`config.mk`:
```
export PLATFORM = sky130hd
export DESIGN_NAME = fifo_relay_almost_full
export DESIGN_NICKNAME = d
export VERILOG_FILES = /design/src/rtl/relay_pkg.sv /design/src/rtl/relay_delay_line.sv /design/src/rtl/fifo_relay_almost_full.sv
export SDC_FILE = /design/constraint.sdc
export NUM_CORES = 1
export LEC_CHECK = 0
export ABC_AREA = 1
export BUFFER_PORTS_ARGS = -buffer_cell sky130_fd_sc_hd__clkbuf_2
export CAP_MARGIN = 15
export CORE_UTILIZATION = 48
export DETAILED_ROUTE_END_ITERATION = 8
export GPL_ROUTABILITY_DRIVEN = 1
export PLACE_DENSITY = 0.76
export SLEW_MARGIN = 10
export SYNTH_ARGS = -nofsm -noshare
export SYNTH_HDL_FRONTEND = slang
export SYNTH_SLANG_ARGS = --single-unit
```
`constraint.sdc`:
```
create_clock -name clk -period 2.3 [get_ports clk]
set_clock_uncertainty 0.15 [all_clocks]
set_input_delay 0.23 -clock clk [delete_from_list [all_inputs] [get_ports clk]]
set_output_delay 0.23 -clock clk [all_outputs]
set_load 0.01 [all_outputs]
```
`src/rtl/relay_pkg.sv`:
```
// Shared types and elaboration helpers for the almost-full FIFO write relay.
package relay_pkg;

    localparam int LEVEL_MAX = 8;

    typedef enum logic {
        IDLE,
        THROTTLED
    } relay_state_t;

    // The downstream FIFO must absorb the producer's own grace plus a full round trip
    // through the relay: LEVEL cycles for full_n back and LEVEL cycles of beats still in flight.
    function automatic bit grace_ok(input int up, input int down, input int level);
        return down >= up + 2 * level;
    endfunction

endpackage

```
`src/rtl/relay_delay_line.sv`:
```
// LEVEL-stage valid/data register chain; valid bits and data reset to zero.
module relay_delay_line
    import relay_pkg::*;
#(
    parameter int WIDTH = 1,
    parameter int LEVEL = 2
) (
    input  logic             clk,
    input  logic             reset,
    input  logic             src_valid,
    input  logic [WIDTH-1:0] src_data,
    output logic             dst_valid,
    output logic [WIDTH-1:0] dst_data
);

    logic [LEVEL-1:0] valid;
    logic [WIDTH-1:0] data [LEVEL];

    // Data only advances behind a valid beat, so idle cycles leave the last payload in place.
    always_ff @(posedge clk or posedge reset) begin
        if (reset) begin
            valid <= '0;
            for (int k = 0; k < LEVEL; k++) begin
                data[k] <= '0;
            end
        end else begin
            valid[0] <= src_valid;
            if (src_valid) begin
                data[0] <= src_data;
            end
            for (int k = 1; k < LEVEL; k++) begin
                valid[k] <= valid[k-1];
                if (valid[k-1]) begin
                    data[k] <= data[k-1];
                end
            end
        end
    end

    assign dst_valid = valid[LEVEL-1];
    assign dst_data  = data[LEVEL-1];

endmodule

```
`src/rtl/fifo_relay_almost_full.sv`:
```
// Pipelined write-side relay for an almost-full FWFT FIFO, with a grace-budget overflow monitor.
module fifo_relay_almost_full
    import relay_pkg::*;
#(
    parameter int DATA_WIDTH = 32,
    parameter int LEVEL      = 2,
    parameter int DOWN_GRACE = 6,
    parameter int UP_GRACE   = 2,
    parameter int CNT_WIDTH  = 4
) (
    input  logic                  clk,
    input  logic                  reset,
    output logic                  if_full_n,
    input  logic                  if_write_ce,
    input  logic                  if_write,
    input  logic [DATA_WIDTH-1:0] if_din,
    output logic                  out_write,
    output logic [DATA_WIDTH-1:0] out_din,
    input  logic                  in_full_n,
    output logic                  overflow,
    output logic [CNT_WIDTH-1:0]  grace_cnt
);

    if (LEVEL < 1 || LEVEL > LEVEL_MAX) begin : g_bad_level
        $error("fifo_relay_almost_full: LEVEL must be in 1..%0d", LEVEL_MAX);
    end
    if (!grace_ok(UP_GRACE, DOWN_GRACE, LEVEL)) begin : g_bad_grace
        $error("fifo_relay_almost_full: DOWN_GRACE must be >= UP_GRACE + 2*LEVEL");
    end
    if (DOWN_GRACE + 1 > 2 ** CNT_WIDTH - 1) begin : g_bad_cnt
        $error("fifo_relay_almost_full: CNT_WIDTH too small to hold DOWN_GRACE+1");
    end

    localparam logic [CNT_WIDTH-1:0] DOWN_GRACE_C = CNT_WIDTH'(DOWN_GRACE);
    localparam logic [CNT_WIDTH-1:0] CNT_MAX      = {CNT_WIDTH{1'b1}};

    logic fn_valid;
    logic fn_data;

    relay_delay_line #(
        .WIDTH (DATA_WIDTH),
        .LEVEL (LEVEL)
    ) u_fwd (
        .clk       (clk),
        .reset     (reset),
        .src_valid (if_write & if_write_ce),
        .src_data  (if_din),
        .dst_valid (out_write),
        .dst_data  (out_din)
    );

    relay_delay_line #(
        .WIDTH (1),
        .LEVEL (LEVEL)
    ) u_full_n (
        .clk       (clk),
        .reset     (reset),
        .src_valid (in_full_n),
        .src_data  (in_full_n),
        .dst_valid (fn_valid),
        .dst_data  (fn_data)
    );

    // The data copy only ever latches a 1 behind a valid 1, so the AND equals the valid chain.
    assign if_full_n = fn_valid & fn_data;

    relay_state_t          state;
    relay_state_t          state_nxt;
    logic [CNT_WIDTH-1:0]  cnt_nxt;
    logic                  overflow_nxt;

    always_ff @(posedge clk or posedge reset) begin
        if (reset) begin
            state     <= IDLE;
            grace_cnt <= '0;
            overflow  <= 1'b0;
        end else begin
            state     <= state_nxt;
            grace_cnt <= cnt_nxt;
            overflow  <= overflow_nxt;
        end
    end

    // A write arriving on the same cycle full_n returns high is not charged to the episode.
    always_comb begin
        state_nxt    = state;
        cnt_nxt      = grace_cnt;
        overflow_nxt = overflow;
        case (state)
            IDLE: begin
                if (!in_full_n) begin
                    state_nxt = THROTTLED;
                    cnt_nxt   = '0;
                end
            end
            THROTTLED: begin
                if (in_full_n) begin
                    state_nxt = IDLE;
                end else if (out_write) begin
                    if (grace_cnt >= DOWN_GRACE_C) begin
                        overflow_nxt = 1'b1;
                    end
                    if (grace_cnt != CNT_MAX) begin
                        cnt_nxt = grace_cnt + 1'b1;
                    end
                end
            end
        endcase
    end

endmodule

```
==> results <==
- The floorplan has 29 rows.
- The number of library cell types mapped by synthesis is 17.
- The number of buffer and inverter stages on the critical path is 0.
- The leading area contributor after synthesis is dfrtp_1.
- Clock tree synthesis found a total of 76 sinks.
- The largest net degree at the start of global routing is 77.
- Once detail routing completed, the nets flagged for antenna violations numbered 0.
- The final setup violation count is 0.
- The TritonCTS clock tree is done.
- The total power consumption of the routed design is 3.49 mW.
- nand2_1 is the most common cell in the netlist.
- The final hold slack is 0.241 ns.
- For the pin with the worst max-slew slack, the measured transition is 0.589 ns.
- The total number of H-tree levels is 3.
- The share of final-layout standard cells stronger than drive strength 1 is 34.6%.
- The placed standard-cell area is 0.00347 mm2.
- In the detailed route, the total length drawn on met2 is 2.90 mm.
- The cell count after synthesis is 294.
- Port buffering added 75 buffers.
- The detailed router put a total of 2.81 mm of wire on met1.
- Detailed placement finished with a half-perimeter wire length of 3.63 mm.
- Setup repair after global routing left no endpoint under its margin.
- The top-level I/O count is 76.
- The first-pass iteration count of the detailed router is 6.
- Summed over all cells, the static leakage comes to 2.19 nW.
- Walking the worst path, the cells encountered are ha_1 -> nand4_1 -> nand3_1 -> nand2_1 -> nand2_1.
- The nature of the critical path startpoint is a flip-flop.
- Counting the fill cells in the layout gives 540.
- The final design instance area without fill is 0.00406 mm2.
- The final critical path time including I/O delays and setup is 1.40 ns.
- The synthesized design contains 76 register bits.
- The global-route wire length before repair is 10.1 mm.
- The worst setup path is captured at a flip-flop.
- For this run, design rule violations remaining after detail routing come to 6.
- The final routed wire length divided by cell count is 13.3 um.
- The later pin in the worst-skew pair is clocked with a latency of 0.34 ns.
- The number of slew-limit violations in the final report is 0.
- After clock tree synthesis, the setup repair step added 0 buffers.
- STA puts the critical path data required time at 2.38 ns.
- Counting flops with a built-in enable in the synthesized netlist gives 0.
- The fmax is 0.716 GHz.
- Once the floorplan was initialized, standard cells occupied 50.8% of the core.
- Detailed routing inserted a total of 2,196 vias.
- Ranked by total cell area, the synthesized netlist is headed by dfrtp_1 58%, mux2_4 14%, nand2_1 14%.
- The total global routing track utilization is 18.3%.
- The die is 84.9 um tall.
- The number of antenna violations at the first check in global routing was 0.
- Measured against its own limit, the worst slew margin works out to 60.7%.
- The remaining global-route overflow is 0.
- The standard cell with the maximum stage delay on the critical path is dfrtp_1.
- The checks that failed: DRC.
- The area growth from synthesis to layout is 23.1%.
- For this run, the number of Yosys warnings is 0.
- Hold repair after CTS inserted 34 buffers.
- After floorplanning, the core was sized to cover 0.00649 mm2.
- The top-area cell type share of the netlist area is 57.7%.
- After synthesis, the share of flip-flops with an asynchronous set or reset is 100%.
- The highest ir drop seen on vdd is 0.436 mV.
- Counting stages on the worst path, the most repeated cell is nand2_1.
- At the worst endpoint, the arrival time is 1.48 ns.
- The critical path's largest stage delay is 0.44 ns.
- In this run the clock root is driven by a clkbuf_8.
- By count the netlist is led by 120 x nand2_1, 76 x dfrtp_1, 33 x buf_4.
- The repair_antennas step left the layout with diodes totalling 0.
- Summing all multi-input logic gate instances after layout gives 0.00102 mm2.
- The max-capacitance violation count is 0.
- The number of global-route vias before repair came to 2,187.
- The net count of the mapped netlist is 333.
- The total power density per cell area is 859 mW/mm2.
- The weighted congestion reported at the end of routability-driven placement is 0.745.
- The share of the yosys chip area belonging to registers is 57.7%.
- The kind of cell with the highest combined delay on the critical path is simple AND/OR/NAND/NOR gates.
- After clock tree synthesis, the clock-pin slew on the worst setup and hold paths is 0.08 ns.
- The sequential cells in the finished layout cover a total of 0.00190 mm2.
- The flow ran to the end, but the final reports show violations.
- The clock tree buffer depth is 2.
- The per-cell via count in the routed design is 4.79.
- After detailed routing, the total wire length is 6.11 mm.
- The uppermost layer routed is met4.
- Wire segments on met3 add up to 290 um in the final route.
- In this run the worst path has a maximum fanout of 6.
- The die covers 0.00721 mm2.
- Once the clock tree was built, the resizer swapped 0 gates to a different size.
- The first-iteration detailed-routing DRC count is 99.
- The part of the cycle the worst path needs is 60.7%.
- For this run, the leading register cell type out of synthesis is dfrtp_1.
- The cell area after synthesis is 0.00330 mm2.
- The accumulated negative setup slack is 0 ns.
- The worst hold path belongs to the class reg2reg.
- The start-to-end type of the worst setup path is reg2reg.
- The hold violation total from the final report came to 0.
- The horizontal extent of the die is 84.9 um.
- The number of buffers inserted during clock tree synthesis is 9.
- The mean instance size in the synthesized netlist is 11.2 um2.
- The number of nets in the finished design is 415.
-- sequential cells by signal (all words and copies together), names as in the netlist --
signal and count:
u_full_n.data 1, overflow 1, u_full_n.dst_data 1, u_full_n.valid 2
u_fwd.valid 2, grace_cnt 4, u_fwd.data 32, u_fwd.dst_data 32
state 1
-- cell usage in the layout, fill, tap and decap left out, types with 3 or more instances in the layout --
cell / instances
dfrtp_1: 75
mux2_2: 3
clkbuf_8: 9
inv_1: 6
bufinv_16: 3
nand2_1: 120
nor2_1: 6
nand3_1: 3
buf_4: 3
clkbuf_2: 75
mux2_4: 30
dlygate4sd3_1: 34
-- power breakdown --
| part | switching (mW) | internal (mW) | leakage [nW] |
|---|---|---|---|
| registers | 0.118 | 1.53 | 0.939 |
| clock network | 0.507 | 0.728 | 0.120 |
| logic | 0.263 | 0.340 | 1.13 |
-- area by class of cell --
type	count	share of cell area [%]
clock buffer	9	3.05
clock inverter	7	3.05
inverter	8	0.832
multi-input combinational	168	25.2
sequential	76	46.9
tap	77	2.37
timing repair buffer	113	18.7
-- path summary, 6_finish.rpt --
| path | slack (ns) | start | depth (start not counted) | to |
|---|---|---|---|---|
| worst max-delay path | 0.90 | grace_cnt[1] | 5 | grace_cnt[1] |
| worst min-delay path | 0.24 | u_full_n.valid[0] | 0 | u_full_n.valid[1] |
| min in group asynchronous | 0.36 | reset | 4 | grace_cnt[3] |
| worst min register to register | 0.24 | u_full_n.valid[0] | 0 | u_full_n.valid[1] |
| worst max register to register | 0.90 | grace_cnt[1] | 5 | grace_cnt[1] |
| max in group asynchronous | 1.27 | reset | 4 | u_fwd.valid[0] |
-- routing by layer --
metal / vias to the layer above / GRT usage, %
li1: 1049 / -
met1: 1066 / 23.5
met2: 68 / 29.4
met3: 13 / 4.38
met4: 0 / 8.78
met5: - / 0
-- metrics by stage --
step	util (%)	std cells	setup slack, ns
5_1_grt	62.5	458	0.841
2_1_floorplan	-	294	1.02
4_1_cts	62.5	458	0.913
6_report	62.5	458	0.903
3_3_place_gp	53.5	408	1.02
3_5_place_dp	53.5	408	0.944
-- logic make-up after synthesis --
kind of cell               count (synthesis)  synth area share (%)
muxes                                     33                  14.7
DFF                                       76                  57.7
buffers and inverters                     50                  11.3
adders and majority gates                  2                 0.759
AOI/OAI and AO/OA                          2                 0.379
and+or+nand+nor                          131                  15.2
Power figures use the tool's default switching activity.
